<file path="src/rtl/adder_pkg.sv">
// Shared definitions for the pipelined CLA adder/subtractor family.
// Slice width, slice count helper and the single-bit full-adder cell.
package adder_pkg;

    localparam int unsigned CLA_SLICE = 4;

    function automatic int unsigned num_slices(input int unsigned width);
        return (width + CLA_SLICE - 1) / CLA_SLICE;
    endfunction

    // Returns {carry_out, sum}
    function automatic logic [1:0] full_adder(input logic a, input logic b, input logic cin);
        return {(a & b) | (a & cin) | (b & cin), a ^ b ^ cin};
    endfunction

endpackage

</file>
<file path="src/rtl/cl_adder_4.sv">
// 4-bit carry-lookahead adder cell, purely combinational.
module cl_adder_4 (
    input  logic [3:0] i_a,
    input  logic [3:0] i_b,
    input  logic       i_cin,
    output logic [3:0] o_sum,
    output logic       o_cout
);

    logic [3:0] w_g;
    logic [3:0] w_p;
    logic [4:0] w_c;

    assign w_g = i_a & i_b;
    assign w_p = i_a ^ i_b;

    // Flattened lookahead carries
    assign w_c[0] = i_cin;
    assign w_c[1] = w_g[0] | (w_p[0] & i_cin);
    assign w_c[2] = w_g[1] | (w_p[1] & w_g[0]) | (w_p[1] & w_p[0] & i_cin);
    assign w_c[3] = w_g[2] | (w_p[2] & w_g[1]) | (w_p[2] & w_p[1] & w_g[0])
                  | (w_p[2] & w_p[1] & w_p[0] & i_cin);
    assign w_c[4] = w_g[3] | (w_p[3] & w_g[2]) | (w_p[3] & w_p[2] & w_g[1])
                  | (w_p[3] & w_p[2] & w_p[1] & w_g[0])
                  | (w_p[3] & w_p[2] & w_p[1] & w_p[0] & i_cin);

    assign o_sum  = w_p ^ w_c[3:0];
    assign o_cout = w_c[4];

endmodule

</file>
<file path="src/rtl/pl_sub_stage.sv">
// One registered 4-bit subtract slice. The x bus carries finished difference bits
// below the slice and untouched minuend bits above it; b carries only unconsumed bits.
module pl_sub_stage
    import adder_pkg::*;
#(
    parameter int unsigned C_WIDTH = 32,
    parameter int unsigned IDX     = 0
) (
    input  logic                                  clk,
    input  logic                                  reset,
    input  logic                                  i_en,
    input  logic                                  i_valid,
    input  logic                                  i_carry,
    input  logic [C_WIDTH-1:0]                    i_x,
    input  logic [C_WIDTH-CLA_SLICE*IDX-1:0]      i_b,
    output logic                                  o_valid,
    output logic                                  o_carry,
    output logic [C_WIDTH-1:0]                    o_x,
    output logic [C_WIDTH-CLA_SLICE*(IDX+1)-1:0]  o_b
);

    localparam int unsigned LSB = CLA_SLICE * IDX;
    localparam int unsigned BW  = C_WIDTH - LSB;

    logic [CLA_SLICE-1:0]    w_sum;
    logic                    w_cout;
    logic [C_WIDTH-1:0]      w_x;
    logic                    r_valid;
    logic                    r_carry;
    logic [C_WIDTH-1:0]      r_x;
    logic [BW-CLA_SLICE-1:0] r_b;

    cl_adder_4 u_cla (
        .i_a    (i_x[LSB +: CLA_SLICE]),
        .i_b    (~i_b[CLA_SLICE-1:0]),
        .i_cin  (i_carry),
        .o_sum  (w_sum),
        .o_cout (w_cout)
    );

    always_comb begin
        w_x                     = i_x;
        w_x[LSB +: CLA_SLICE]   = w_sum;
    end

    always_ff @(posedge clk) begin
        if (reset) begin
            r_valid <= 1'b0;
        end else if (i_en) begin
            r_valid <= i_valid;
        end
    end

    // Data only moves with an accepted token
    always_ff @(posedge clk) begin
        if (i_en && i_valid) begin
            r_x     <= w_x;
            r_b     <= i_b[BW-1:CLA_SLICE];
            r_carry <= w_cout;
        end
    end

    assign o_valid = r_valid;
    assign o_carry = r_carry;
    assign o_x     = r_x;
    assign o_b     = r_b;

endmodule

</file>
<file path="src/rtl/pl_cl_subtractor.sv">
// Pipelined unsigned subtractor y = a - b, one CLA slice per stage, valid/ready handshake.
// Define PL_SUB_SATURATE_EN to clamp the difference to 0 when a < b.
module pl_cl_subtractor
    import adder_pkg::*;
#(
    parameter int unsigned C_WIDTH = 32
) (
    input  logic               clk,
    input  logic               reset,
    input  logic               s_valid,
    output logic               s_ready,
    input  logic [C_WIDTH-1:0] s_a,
    input  logic [C_WIDTH-1:0] s_b,
    output logic               m_valid,
    input  logic               m_ready,
    output logic [C_WIDTH-1:0] m_diff,
    output logic               m_borrow
);

    localparam int unsigned NUM_STAGES = num_slices(C_WIDTH);
    // Last slice is computed in front of the output register
    localparam int unsigned PIPE       = NUM_STAGES - 1;
    localparam int unsigned TOP_W      = C_WIDTH - CLA_SLICE * PIPE;

    logic               w_en;
    logic               w_top_valid;
    logic               w_top_carry;
    logic [C_WIDTH-1:0] w_top_x;
    logic [TOP_W-1:0]   w_top_b;
    logic [TOP_W-1:0]   w_top_a;
    logic [TOP_W-1:0]   w_top_sum;
    logic               w_top_cout;
    logic [C_WIDTH-1:0] w_diff;
    logic [C_WIDTH-1:0] w_diff_out;
    logic               r_m_valid;
    logic [C_WIDTH-1:0] r_m_diff;
    logic               r_m_borrow;

    assign w_en    = ~(r_m_valid & ~m_ready);
    assign s_ready = w_en;

    for (genvar k = 0; k < PIPE; k++) begin : g_stage
        localparam int unsigned BW = C_WIDTH - CLA_SLICE * k;

        logic                    w_in_valid;
        logic                    w_in_carry;
        logic [C_WIDTH-1:0]      w_in_x;
        logic [BW-1:0]           w_in_b;
        logic                    w_valid;
        logic                    w_carry;
        logic [C_WIDTH-1:0]      w_x;
        logic [BW-CLA_SLICE-1:0] w_b;

        if (k == 0) begin : g_src
            assign w_in_valid = s_valid;
            assign w_in_carry = 1'b1;
            assign w_in_x     = s_a;
            assign w_in_b     = s_b;
        end else begin : g_src
            assign w_in_valid = g_stage[k-1].w_valid;
            assign w_in_carry = g_stage[k-1].w_carry;
            assign w_in_x     = g_stage[k-1].w_x;
            assign w_in_b     = g_stage[k-1].w_b;
        end

        pl_sub_stage #(
            .C_WIDTH (C_WIDTH),
            .IDX     (k)
        ) u_stage (
            .clk     (clk),
            .reset   (reset),
            .i_en    (w_en),
            .i_valid (w_in_valid),
            .i_carry (w_in_carry),
            .i_x     (w_in_x),
            .i_b     (w_in_b),
            .o_valid (w_valid),
            .o_carry (w_carry),
            .o_x     (w_x),
            .o_b     (w_b)
        );
    end

    if (PIPE == 0) begin : g_top_src
        assign w_top_valid = s_valid;
        assign w_top_carry = 1'b1;
        assign w_top_x     = s_a;
        assign w_top_b     = s_b;
    end else begin : g_top_src
        assign w_top_valid = g_stage[PIPE-1].w_valid;
        assign w_top_carry = g_stage[PIPE-1].w_carry;
        assign w_top_x     = g_stage[PIPE-1].w_x;
        assign w_top_b     = g_stage[PIPE-1].w_b;
    end

    assign w_top_a = w_top_x[C_WIDTH-1 -: TOP_W];

    if (TOP_W == CLA_SLICE) begin : g_top_cla
        cl_adder_4 u_cla (
            .i_a    (w_top_a),
            .i_b    (~w_top_b),
            .i_cin  (w_top_carry),
            .o_sum  (w_top_sum),
            .o_cout (w_top_cout)
        );
    end else begin : g_top_ripple
        // Narrow top slice: plain ripple of full-adder cells
        always_comb begin
            logic [TOP_W:0] v_c;
            v_c        = '0;
            w_top_sum  = '0;
            v_c[0]     = w_top_carry;
            for (int i = 0; i < int'(TOP_W); i++) begin
                {v_c[i+1], w_top_sum[i]} = full_adder(w_top_a[i], ~w_top_b[i], v_c[i]);
            end
            w_top_cout = v_c[TOP_W];
        end
    end

    if (PIPE == 0) begin : g_diff
        assign w_diff = w_top_sum;
    end else begin : g_diff
        assign w_diff = {w_top_sum, w_top_x[C_WIDTH-TOP_W-1:0]};
    end

`ifdef PL_SUB_SATURATE_EN
    assign w_diff_out = w_top_cout ? w_diff : '0;
`else
    assign w_diff_out = w_diff;
`endif

    // Output register; holds steady while downstream stalls
    always_ff @(posedge clk) begin
        if (reset) begin
            r_m_valid  <= 1'b0;
            r_m_diff   <= '0;
            r_m_borrow <= 1'b0;
        end else if (w_en) begin
            r_m_valid <= w_top_valid;
            if (w_top_valid) begin
                r_m_diff   <= w_diff_out;
                r_m_borrow <= ~w_top_cout;
            end
        end
    end

    assign m_valid  = r_m_valid;
    assign m_diff   = r_m_diff;
    assign m_borrow = r_m_borrow;

endmodule

</file>
<file path="config.mk">
export PLATFORM = sky130hd
export DESIGN_NAME = pl_cl_subtractor
export DESIGN_NICKNAME = d
export VERILOG_FILES = /design/src/rtl/adder_pkg.sv /design/src/rtl/cl_adder_4.sv /design/src/rtl/pl_sub_stage.sv /design/src/rtl/pl_cl_subtractor.sv
export SDC_FILE = /design/constraint.sdc
export NUM_CORES = 1
export LEC_CHECK = 0
export BUFFER_PORTS_ARGS = -buffer_cell sky130_fd_sc_hd__buf_2
export CAP_MARGIN = 5
export CORE_MARGIN = 1.5
export CORE_UTILIZATION = 63
export CTS_CLUSTER_SIZE = 30
export DETAILED_ROUTE_END_ITERATION = 12
export GPL_ROUTABILITY_DRIVEN = 0
export GPL_TIMING_DRIVEN = 0
export PLACE_DENSITY = 0.85
export SLEW_MARGIN = 10
export SYNTH_ARGS = -nofsm -noshare
export SYNTH_HDL_FRONTEND = slang
export SYNTH_SLANG_ARGS = --single-unit
</file>
<file path="constraint.sdc">
create_clock -name clk -period 3.8 [get_ports clk]
set_clock_uncertainty 0.05 [all_clocks]
set_input_delay 0.38 -clock clk [delete_from_list [all_inputs] [get_ports clk]]
set_output_delay 0.38 -clock clk [all_outputs]
set_load 0.01 [all_outputs]
</file>
==> results of run 1 <==
kinds of logic (layout without fill, tap and decap cells):
family / Yosys count / after routing / synth area share (%)
and+or+nand+nor: 120 / 120 / 4.026
DFF: 384 / 384 / 85.60
AOI/OAI and AO/OA: 73 / 73 / 3.284
xor gates and xnor gates: 15 / 15 / 1.011
adders and majority gates: 40 / 40 / 4.257
buffers and inverters: 55 / 280 / 1.820
through the flow:
stage	cell area (µm²)	setup WS (ns)	utilization (%)	total power [W]	cells
CTS	15580	1.654	77.02	0.008240	1182
global route	15580	1.681	77.02	0.008450	1182
global placement	13830	0.8395	68.37	0.004940	1058
floorplan	12990	1.428	-	0.004877	687
detailed placement	13950	1.551	68.94	0.004957	1063
finish	15580	1.783	77.02	0.008204	1182
path summary, 6_finish.rpt:
path | depth (start not counted) | endpoint
worst max-delay path | 5 | m_diff[31]
worst min register to register | 0 | g_stage[2].u_stage.o_b[1]
worst min-delay path | 1 | g_stage[0].u_stage.o_b[27]
worst max register to register | 5 | m_diff[31]
cell type report:
cell class / instances / area, µm²
sequential: 384 / 11120
fill: 1034 / 4649
multi-input combinational: 248 / 1634
timing repair buffer: 161 / 1171
clock buffer: 41 / 940.9
tap: 270 / 337.8
inverter: 42 / 165.2
clock inverter: 23 / 143.9
buffer: 13 / 71.32
cell usage after synthesis, types with 5 or more instances:
master / instances
a211oi_1: 14
a21o_1: 6
a21oi_1: 36
buf_2: 6
clkbuf_1: 5
dfxtp_1: 41
edfxtp_1: 343
fa_1: 7
ha_1: 33
inv_1: 41
nand2_1: 74
nand2b_1: 8
nor2_1: 27
o21ai_0: 13
xnor2_1: 9
xor2_1: 6
worst reg2reg max path, stage by stage, from the launching register on:
cell and delay (ns):
edfxtp_1 0.42, ha_1 0.29, a211oi_1 0.08, nor3b_1 0.43, nor4_1 0.10, or4_1 0.52
state kept, by name, summed over array words and instances (netlist names):
signal / cells
g_stage.u_stage.o_x: 224
g_stage.u_stage.o_b: 112
m_diff: 32
g_stage.u_stage.o_carry: 7
g_stage.u_stage.o_valid: 7
m_borrow: 1
m_valid: 1
layer usage:
metal | up-vias | share of wire, % | GRT usage [%] | routed length [µm]
met5 | - | 0 | 0 | 0
met4 | 0 | 3.5 | 8.990 | 696
met3 | 55 | 5.6 | 4.094 | 1098
met2 | 206 | 51 | 33.11 | 10080
met1 | 2835 | 40 | 23.50 | 7798
li1 | 2939 | - | - | -
where the power goes:
part           total, W  switching, W  internal, W
sequential      0.00471     0.0000291      0.00468
combinational  0.000219      0.000116     0.000103
clock           0.00327       0.00142      0.00185
total           0.00820       0.00157      0.00664
==> results.sh, run 1 <==
export IMPL_cts_reportedPaths_clkPinSlew_ns=0.07
export IMPL_power_per_cell_area_nw_per_um2=526.4
export IMPL_final_period_minus_worst_setup_slack_ns=2.018
export IMPL_power_leakage_nw=5.663
export IMPL_mapped_nets=795
export IMPL_synth_cell_type_count=30
export IMPL_timing_fmax_mhz=495.7
export IMPL_wire_length_of_the_first_global_routing_pass_mm=31.71
export IMPL_synthDominantAreaCellType="edfxtp_1"
export IMPL_cp_top_family="simple AND/OR/NAND/NOR gates"
export IMPL_floorplan_die_area_um2=21490
export IMPL_clk_path_buf_depth=3
export IMPL_syn_to_final_growth_pct=19.96
export IMPL_worstSetupStartpoint="g_stage[6].u_stage.o_x[28]"
export IMPL_syn_inst=687
export IMPL_postCtsResizedCells=0
export IMPL_die_height_um=146.6
export IMPL_ys_seq_elements=384
export IMPL_crit_slowest_cell="or4_1"
export IMPL_start_util_pct=64.20
export IMPL_htreeDepth=2
export IMPL_post_synth_cell_area_avg_um2=18.91
export IMPL_setup_worst_path_class="reg2reg"
export IMPL_via_count=6035
export IMPL_critical_path_reg2reg_startpoint="g_stage[6].u_stage.o_x[28]"
export IMPL_async_reset_ff_share_pct=0
export IMPL_worstPathCellList="ha_1, a211oi_1, nor3b_1, nor4_1, or4_1"
export IMPL_fin_tns_setup_ns=0
export IMPL_clock_tree_root_cell="clkbuf_16"
export IMPL_core_rowCount=52
export IMPL_wl_per_cell_um=16.64
export IMPL_critPathCaptureType="flip-flop"
export IMPL_post_dp_hpwl_mm=11.02
export IMPL_grt_use_total_pct=19.25
export IMPL_worst_slew_margin_rel_pct=46.53
export IMPL_grt_overflow_total=0
export IMPL_wl_mm=19.67
export IMPL_num_io_pins=103
export IMPL_n_antenna_cell=0
export IMPL_maxSlewViolCount=0
export IMPL_synth_area_um2=12990
export IMPL_rrSetupSlack_ns=1.78
export IMPL_clkSinkCount=384
export IMPL_synth_edff_count=343
export IMPL_maximum_single_stage_delay_on_the_critical_path_ns=0.52
export IMPL_setup_viol=0
export IMPL_commonest_non_fill_non_tap_cell_in_the_layout="edfxtp_1"
export IMPL_cts_hold_buf=55
export IMPL_share_of_the_yosys_chip_area_belonging_to_registers_pct=85.60
export IMPL_cp_data_arrival_time_ns=2.35
export IMPL_run_status="complete, no violations"
export IMPL_power_ir_vdd_worst_mv=0.4121
export IMPL_drtAntennaViolNets=0
export IMPL_clk_insertion_delay_late_ns=0.52
export IMPL_core_region_area_um2=20230
export IMPL_tightest_slew_ns=0.8009
export IMPL_grt_pass1_vias=6327
export IMPL_horizontal_die_dimension_um=146.6
export IMPL_numCtsBuffers=36
export IMPL_worst_hold_path_type="in2reg"
export IMPL_synth_warning_count=0
export IMPL_drive_above_1_share_pct=19.08
export IMPL_worst_setup_path_start_kind="flip-flop"
export IMPL_crit_fanout=4
export IMPL_critical_path_n_buffers_inverters=0
export IMPL_mostFrequentLayoutCells="343 x edfxtp_1, 107 x buf_2, 74 x nand2_1"
export IMPL_max_cap_viol_count=0
export IMPL_cts_setup_buffers=0
export IMPL_nets=994
export IMPL_cp_required_ns=4.13
export IMPL_portBuffers=101
export IMPL_ys_flop_type="edfxtp_1"
export IMPL_timing_hold_violations_final=0
export IMPL_synth_top_cells_by_area="edfxtp_1 79%, dfxtp_1 6.3%, ha_1 3.2%"
export IMPL_layout_worst_path_cycle_share_pct=53.09
export IMPL_number_of_drc_markers_after_the_initial_detailed_route_iteration=400
export IMPL_timing_hold_ws_ns=0.01805
export IMPL_pin_count_of_the_biggest_net_entering_global_routing=42
export IMPL_tritoncts="done"
export IMPL_grt_setup_unrepaired="false"
export IMPL_routed_via_density=5.106
export IMPL_post_route_drc_count=0
export IMPL_post_synth_top_area_fraction_pct=79.28
export IMPL_initial_antenna_violation_count=0
export IMPL_first_pass_iters=5
export IMPL_hold_path_startpoint="s_b[31]"
No activity file was read; power rests on OpenSTA's default activity.
==> run 2: changes to the inputs <==
Settings changed: CORE_UTILIZATION 63 to 59, PLACE_DENSITY 0.85 to 0.81.
Clock period 3.8 ns to 2.07 ns, I/O delays scaled along.
==> run 2 against run 1 <==
  * Setup slack worse by 1.7 ns
  * Core utilization is 4.9 points lower
  * Non-clock buffer count is 3 lower
  * Highest routed layer unchanged
==> results.sh, run 2 (synthesized netlist as in run 1, its figures left out) <==
export IMPL_number_of_drc_markers_after_the_initial_detailed_route_iteration=284
export IMPL_numCtsBuffers=37
export IMPL_wire_length_of_the_first_global_routing_pass_mm=28.03
export IMPL_post_dp_hpwl_mm=9.782
export IMPL_power_switching_w=0.002863
export IMPL_nets=997
export IMPL_drive_above_1_share_pct=19.76
export IMPL_mostFrequentLayoutCells="343 x edfxtp_1, 107 x buf_2, 73 x nand2_1"
export IMPL_largest_register_ffs=224
export IMPL_clk_insertion_delay_late_ns=0.51
export IMPL_tritoncts="done"
export IMPL_fillerInstances=1291
export IMPL_max_cap_viol_count=0
export IMPL_portBuffers=101
export IMPL_tightest_slew_ns=0.8610
export IMPL_final_period_minus_worst_setup_slack_ns=2.020
export IMPL_worstPathCellList="nor2b_4, buf_6, inv_8, nand2_1, clkinvlp_4"
export IMPL_worstSetupStartpoint="m_valid"
export IMPL_critPathCaptureType="flip-flop"
export IMPL_timing_hold_violations_final=0
export IMPL_power_per_cell_area_nw_per_um2=975.9
export IMPL_core_rowCount=54
export IMPL_hold_path_startpoint="s_valid"
export IMPL_n_antenna_cell=0
export IMPL_dp_cells=1069
export IMPL_crit_fanout=28
export IMPL_critical_path_reg2reg_startpoint="m_valid"
export IMPL_start_util_pct=59.90
export IMPL_drtAntennaViolNets=0
export IMPL_power_frac_clock_pct=40.9
export IMPL_design_internal_power_w=0.01240
export IMPL_crit_slowest_cell="clkinvlp_4"
export IMPL_setup_worst_path_class="reg2reg"
export IMPL_via_count=5903
export IMPL_final_critical_path_setup_slack_ns=0.05039
export IMPL_grt_use_total_pct=16.19
export IMPL_clock_tree_root_cell="clkbuf_16"
export IMPL_wl_per_cell_um=14.86
export IMPL_grt_overflow_total=0
export IMPL_core_region_area_um2=21690
export IMPL_share_seq_of_total_power_pct=56.6
export IMPL_power_share_combinational_pct=2.5
export IMPL_totalPowerFinal_w=0.01527
export IMPL_timing_fmax_mhz=495.1
export IMPL_power_share_switching_pct=18.75
export IMPL_pin_count_of_the_biggest_net_entering_global_routing=42
export IMPL_clk_path_buf_depth=3
export IMPL_cp_required_ns=2.07
export IMPL_wl_mm=17.78
export IMPL_first_pass_iters=5
export IMPL_grt_setup_unrepaired="true"
export IMPL_preCtsSetupSlack_ns=-0.4531
export IMPL_setup_viol=0
export IMPL_worst_setup_path_start_kind="flip-flop"
export IMPL_run_status="complete, no violations"
export IMPL_fin_cells=1196
export IMPL_die_height_um=151.4
export IMPL_post_route_drc_count=0
export IMPL_num_io_pins=103
export IMPL_worst_slew_margin_rel_pct=42.52
export IMPL_initial_antenna_violation_count=0
export IMPL_worst_hold_path_type="in2reg"
export IMPL_power_ir_vdd_worst_mv=0.8260
export IMPL_grt_pass1_vias=5760
export IMPL_horizontal_die_dimension_um=151.4
export IMPL_power_leakage_nw=5.617
export IMPL_clkSinkCount=384
export IMPL_floorplan_die_area_um2=22920
export IMPL_commonest_non_fill_non_tap_cell_in_the_layout="edfxtp_1"
export IMPL_cp_data_arrival_time_ns=2.02
export IMPL_rrSetupSlack_ns=0.05
export IMPL_maxSlewViolCount=0
export IMPL_cts_reportedPaths_clkPinSlew_ns=0.06
export IMPL_layout_worst_path_cycle_share_pct=97.57
export IMPL_routed_via_density=4.936
export IMPL_syn_to_final_growth_pct=20.41
export IMPL_cts_setup_buffers=0
export IMPL_htreeDepth=2
export IMPL_maximum_single_stage_delay_on_the_critical_path_ns=0.61
## run 2: changes by cell type in the layout (fill, tap and decap cells not counted), sizes merged, moves of 4 or more
cell / before / now
buf: 114 / 110
clkbuf: 46 / 52
clkinv: 19 / 14
clkinvlp: 1 / 13
inv: 44 / 37
## run 2: area by class of cell
cell class,count,area [µm²],share of cell area [%]
Clock buffer,47,984.7,6.295
Timing Repair inverter,5,37.54,0.2400
Sequential cell,384,11120,71.10
Timing Repair Buffer,158,1086,6.943
Tap cell,280,350.3,2.240
Buffer,13,71.32,0.4559
Clock inverter,19,160.2,1.024
Inverter,42,183.9,1.176
Multi-Input combinational cell,248,1647,10.53
## run 2: metrics by stage
stage / cell area (µm²) / hold slack, ns / setup TNS, ns / util [%]
after floorplan: 13010 / 0.2559 / 0 / -
final: 15640 / 0.02919 / 0 / 72.12
after CTS: 15630 / 0.007710 / 0 / 72.07
after global routing: 15640 / 0.04967 / -5.839 / 72.12
after detailed placement: 13890 / 0.3351 / -79.60 / 64.02
after global placement: 13870 / 0.3346 / -88.12 / 63.93
## run 2: final timing paths
path,endpoint,cells after the start
hold reg to reg,g_stage[5].u_stage.o_x[8],0
setup reg to reg,g_stage[1].u_stage.o_x[2],5
setup / recovery,g_stage[1].u_stage.o_x[2],5
hold / removal,g_stage[0].u_stage.o_valid,3
## run 2: timing repair
item,4_1_cts,5_1_grt
gates cloned,4,1
gates resized for setup,6,2
setup endpoints to repair,258,208
hold buffers,56,0
pin swaps,0,0
hold endpoints to repair,56,0
## run 2: metal layers
metal | vias to the layer above | track usage (%) | part of all wire, %
li1 | 2943 | - | -
met1 | 2738 | 20.52 | 42
met2 | 183 | 27.25 | 49
met3 | 39 | 3.886 | 6.1
met4 | 0 | 6.117 | 2.4
met5 | - | 0 | 0
## run 2: power groups by stage
stage | combinational (W) | clock, W | sequential [W]
after floorplan | 0.000164 | 0 | 0.00879
after global placement | 0.000267 | 0 | 0.00880
after detailed placement | 0.000279 | 0 | 0.00881
after CTS | 0.000370 | 0.00639 | 0.00864
after global routing | 0.000420 | 0.00675 | 0.00865
final | 0.000374 | 0.00625 | 0.00864
## run 2: critical path, delay by kind of cell, from the launching register on
kind	cells	cell delay (ns)
buf+inv	3	0.83
simple gates	2	0.35
flops	1	0.33
==> run 3: changes to the inputs <==
Settings changed: BUFFER_PORTS_ARGS -buffer_cell sky130_fd_sc_hd__buf_2 to -buffer_cell sky130_fd_sc_hd__clkbuf_2.
==> run 3 against run 2 <==
  * Critical path type unchanged
  * Non-clock buffer count increased by 1
  * Setup slack improved by 0.022 ns
  * Final area increased by 0.64%
  * Via count increased by 0.44%
  * Die area unchanged
  * Core utilization increased by 0.46 points
  * First-iteration DRC count increased by 25%
  * Largest power group unchanged
  * Sequential share of layout area decreased by 0.45 points
  * Critical path depth unchanged
==> results.sh, run 3 (synthesized netlist as in run 1, its figures left out) <==
export IMPL_numCtsBuffers=37
export IMPL_drtAntennaViolNets=0
export IMPL_maxSlewViolCount=0
export IMPL_crit_fanout=4
export IMPL_post_dp_hpwl_mm=9.991
export IMPL_cts_setup_buffers=0
export IMPL_worst_hold_path_type="in2reg"
export IMPL_tightest_slew_ns=0.8577
export IMPL_whs_path_depth=3
export IMPL_critical_path_reg2reg_startpoint="g_stage[6].u_stage.o_x[28]"
export IMPL_layout_worst_path_cycle_share_pct=96.52
export IMPL_clkSinkCount=384
export IMPL_nets=1001
export IMPL_cts_reportedPaths_clkPinSlew_ns=0.06
export IMPL_start_util_pct=59.90
export IMPL_n_antenna_cell=0
export IMPL_fin_tns_setup_ns=0
export IMPL_grt_pass1_vias=5852
export IMPL_portBuffers=101
export IMPL_max_cap_viol_count=0
export IMPL_final_seq_area_um2=11120
export IMPL_mostFrequentLayoutCells="343 x edfxtp_1, 101 x clkbuf_2, 71 x nand2_1"
export IMPL_final_period_minus_worst_setup_slack_ns=1.998
export IMPL_floorplan_die_area_um2=22920
export IMPL_multi_input_area_um2=1657
export IMPL_initial_antenna_violation_count=0
export IMPL_setup_worst_path_class="reg2reg"
export IMPL_power_leakage_nw=5.646
export IMPL_first_pass_iters=5
export IMPL_drive_above_1_share_pct=20.50
export IMPL_timing_hold_ws_ns=0.06849
export IMPL_via_count=5929
export IMPL_syn_to_final_growth_pct=21.18
export IMPL_wl_per_cell_um=15.49
export IMPL_num_io_pins=103
export IMPL_power_per_cell_area_nw_per_um2=989.5
export IMPL_worst_setup_path_start_kind="flip-flop"
export IMPL_worstHoldEndpoint="g_stage[0].u_stage.o_carry"
export IMPL_die_height_um=151.4
export IMPL_timing_reg2reg_worst_path_depth=5
export IMPL_largest_register_ffs=224
export IMPL_pin_count_of_the_biggest_net_entering_global_routing=42
export IMPL_number_of_drc_markers_after_the_initial_detailed_route_iteration=355
export IMPL_grt_overflow_total=0
export IMPL_horizontal_die_dimension_um=151.4
export IMPL_worst_slew_margin_rel_pct=42.74
export IMPL_grt_setup_unrepaired="false"
export IMPL_timing_hold_violations_final=0
export IMPL_wl_mm=18.55
export IMPL_power_ir_vdd_worst_mv=0.8783
export IMPL_hold_path_startpoint="s_a[3]"
export IMPL_cp_required_ns=2.40
export IMPL_preCtsSetupSlack_ns=-0.4617
export IMPL_htreeDepth=2
export IMPL_final_critical_path_setup_slack_ns=0.07204
export IMPL_post_route_drc_count=0
export IMPL_clock_tree_root_cell="clkbuf_16"
export IMPL_commonest_non_fill_non_tap_cell_in_the_layout="edfxtp_1"
export IMPL_run_status="complete, no violations"
export IMPL_critPathCaptureType="flip-flop"
export IMPL_clk_insertion_delay_late_ns=0.50
export IMPL_cp_data_arrival_time_ns=2.32
export IMPL_setup_viol=0
export IMPL_wire_length_of_the_first_global_routing_pass_mm=28.47
export IMPL_clk_path_buf_depth=3
export IMPL_worst_r2r_endpoint="m_diff[31]"
export IMPL_timing_fmax_mhz=500.5
export IMPL_core_region_area_um2=21690
export IMPL_routed_via_density=4.953
export IMPL_core_rowCount=54
export IMPL_grt_use_total_pct=16.51
export IMPL_fillerInstances=1280
export IMPL_rrSetupSlack_ns=0.07
export IMPL_tritoncts="done"
run 3: cell count changes in the layout (fill, tap and decap cells not counted):
| cell | delta |
|---|---|
| clkbuf_1 | -5 |
| nand2_1 | -2 |
| clkinvlp_4 | +1 |
| clkinv_8 | -1 |
| bufinv_16 | +2 |
| dlygate4sd3_1 | +1 |
| nand2_2 | +1 |
| clkbuf_8 | +1 |
| clkbuf_2 | +101 |
| clkinv_4 | -1 |
| nand2_4 | +1 |
| inv_6 | +2 |
| clkbuf_16 | +1 |
| buf_2 | -101 |
run 3: cell type report:
type	instances	share of cell area [%]
timing repair inverter	8	0.3815
clock inverter	19	1.256
tap	280	2.225
buffer	13	0.4530
clock buffer	44	6.382
sequential	384	70.65
inverter	42	1.168
timing repair buffer	159	6.962
multi-input combinational	248	10.52
run 3: metrics by stage:
stage | area (µm²) | util, % | std cells | total power, W
floorplan | 13010 | - | 687 | 0.008953
global placement | 13870 | 63.93 | 1068 | 0.009071
detailed placement | 13890 | 64.02 | 1069 | 0.009092
CTS | 15710 | 72.45 | 1194 | 0.01569
global route | 15740 | 72.59 | 1197 | 0.01606
finish | 15740 | 72.59 | 1197 | 0.01558
run 3: how the worst max path moves through the flow:
stage	from	to	slack, ns	depth (start not counted)
2_1_floorplan	m_valid	g_stage[0].u_stage.o_b[0]	0.02	5
3_3_place_gp	m_valid	g_stage[1].u_stage.o_x[14]	-0.35	5
3_5_place_dp	m_valid	g_stage[0].u_stage.o_x[14]	-0.46	5
4_1_cts	m_valid	g_stage[2].u_stage.o_carry	-0.0002	5
5_1_grt	g_stage[6].u_stage.o_b[0]	m_diff[31]	0.02	6
6_report	g_stage[6].u_stage.o_x[28]	m_diff[31]	0.07	5
run 3: metal layers:
metal | global-route usage (%) | share of wire, %
met5 | 0 | 0
met4 | 6.796 | 2.5
met3 | 3.042 | 4.7
met2 | 28.77 | 51
met1 | 20.42 | 42
run 3: timing repair:
item | CTS | global route
gates cloned | 5 | 3
hold endpoints to repair | 57 | 0
endpoints found under the setup margin | 258 | 149
hold buffers | 57 | 0
gates resized for setup | 9 | 5
run 3: where the power goes:
| group | leakage (nW) | internal (W) | switching (W) |
|---|---|---|---|
| clock | 0.591 | 0.00396 | 0.00259 |
| sequential | 3.51 | 0.00860 | 0.0000465 |
| combinational | 1.55 | 0.000177 | 0.000209 |
run 3: critical path, stage by stage, from the launching register on:
cell and delay [ns]:
edfxtp_1 0.42, ha_1 0.31, a211oi_2 0.30, nor3b_2 0.11, nor4b_1 0.16, or4_1 0.52
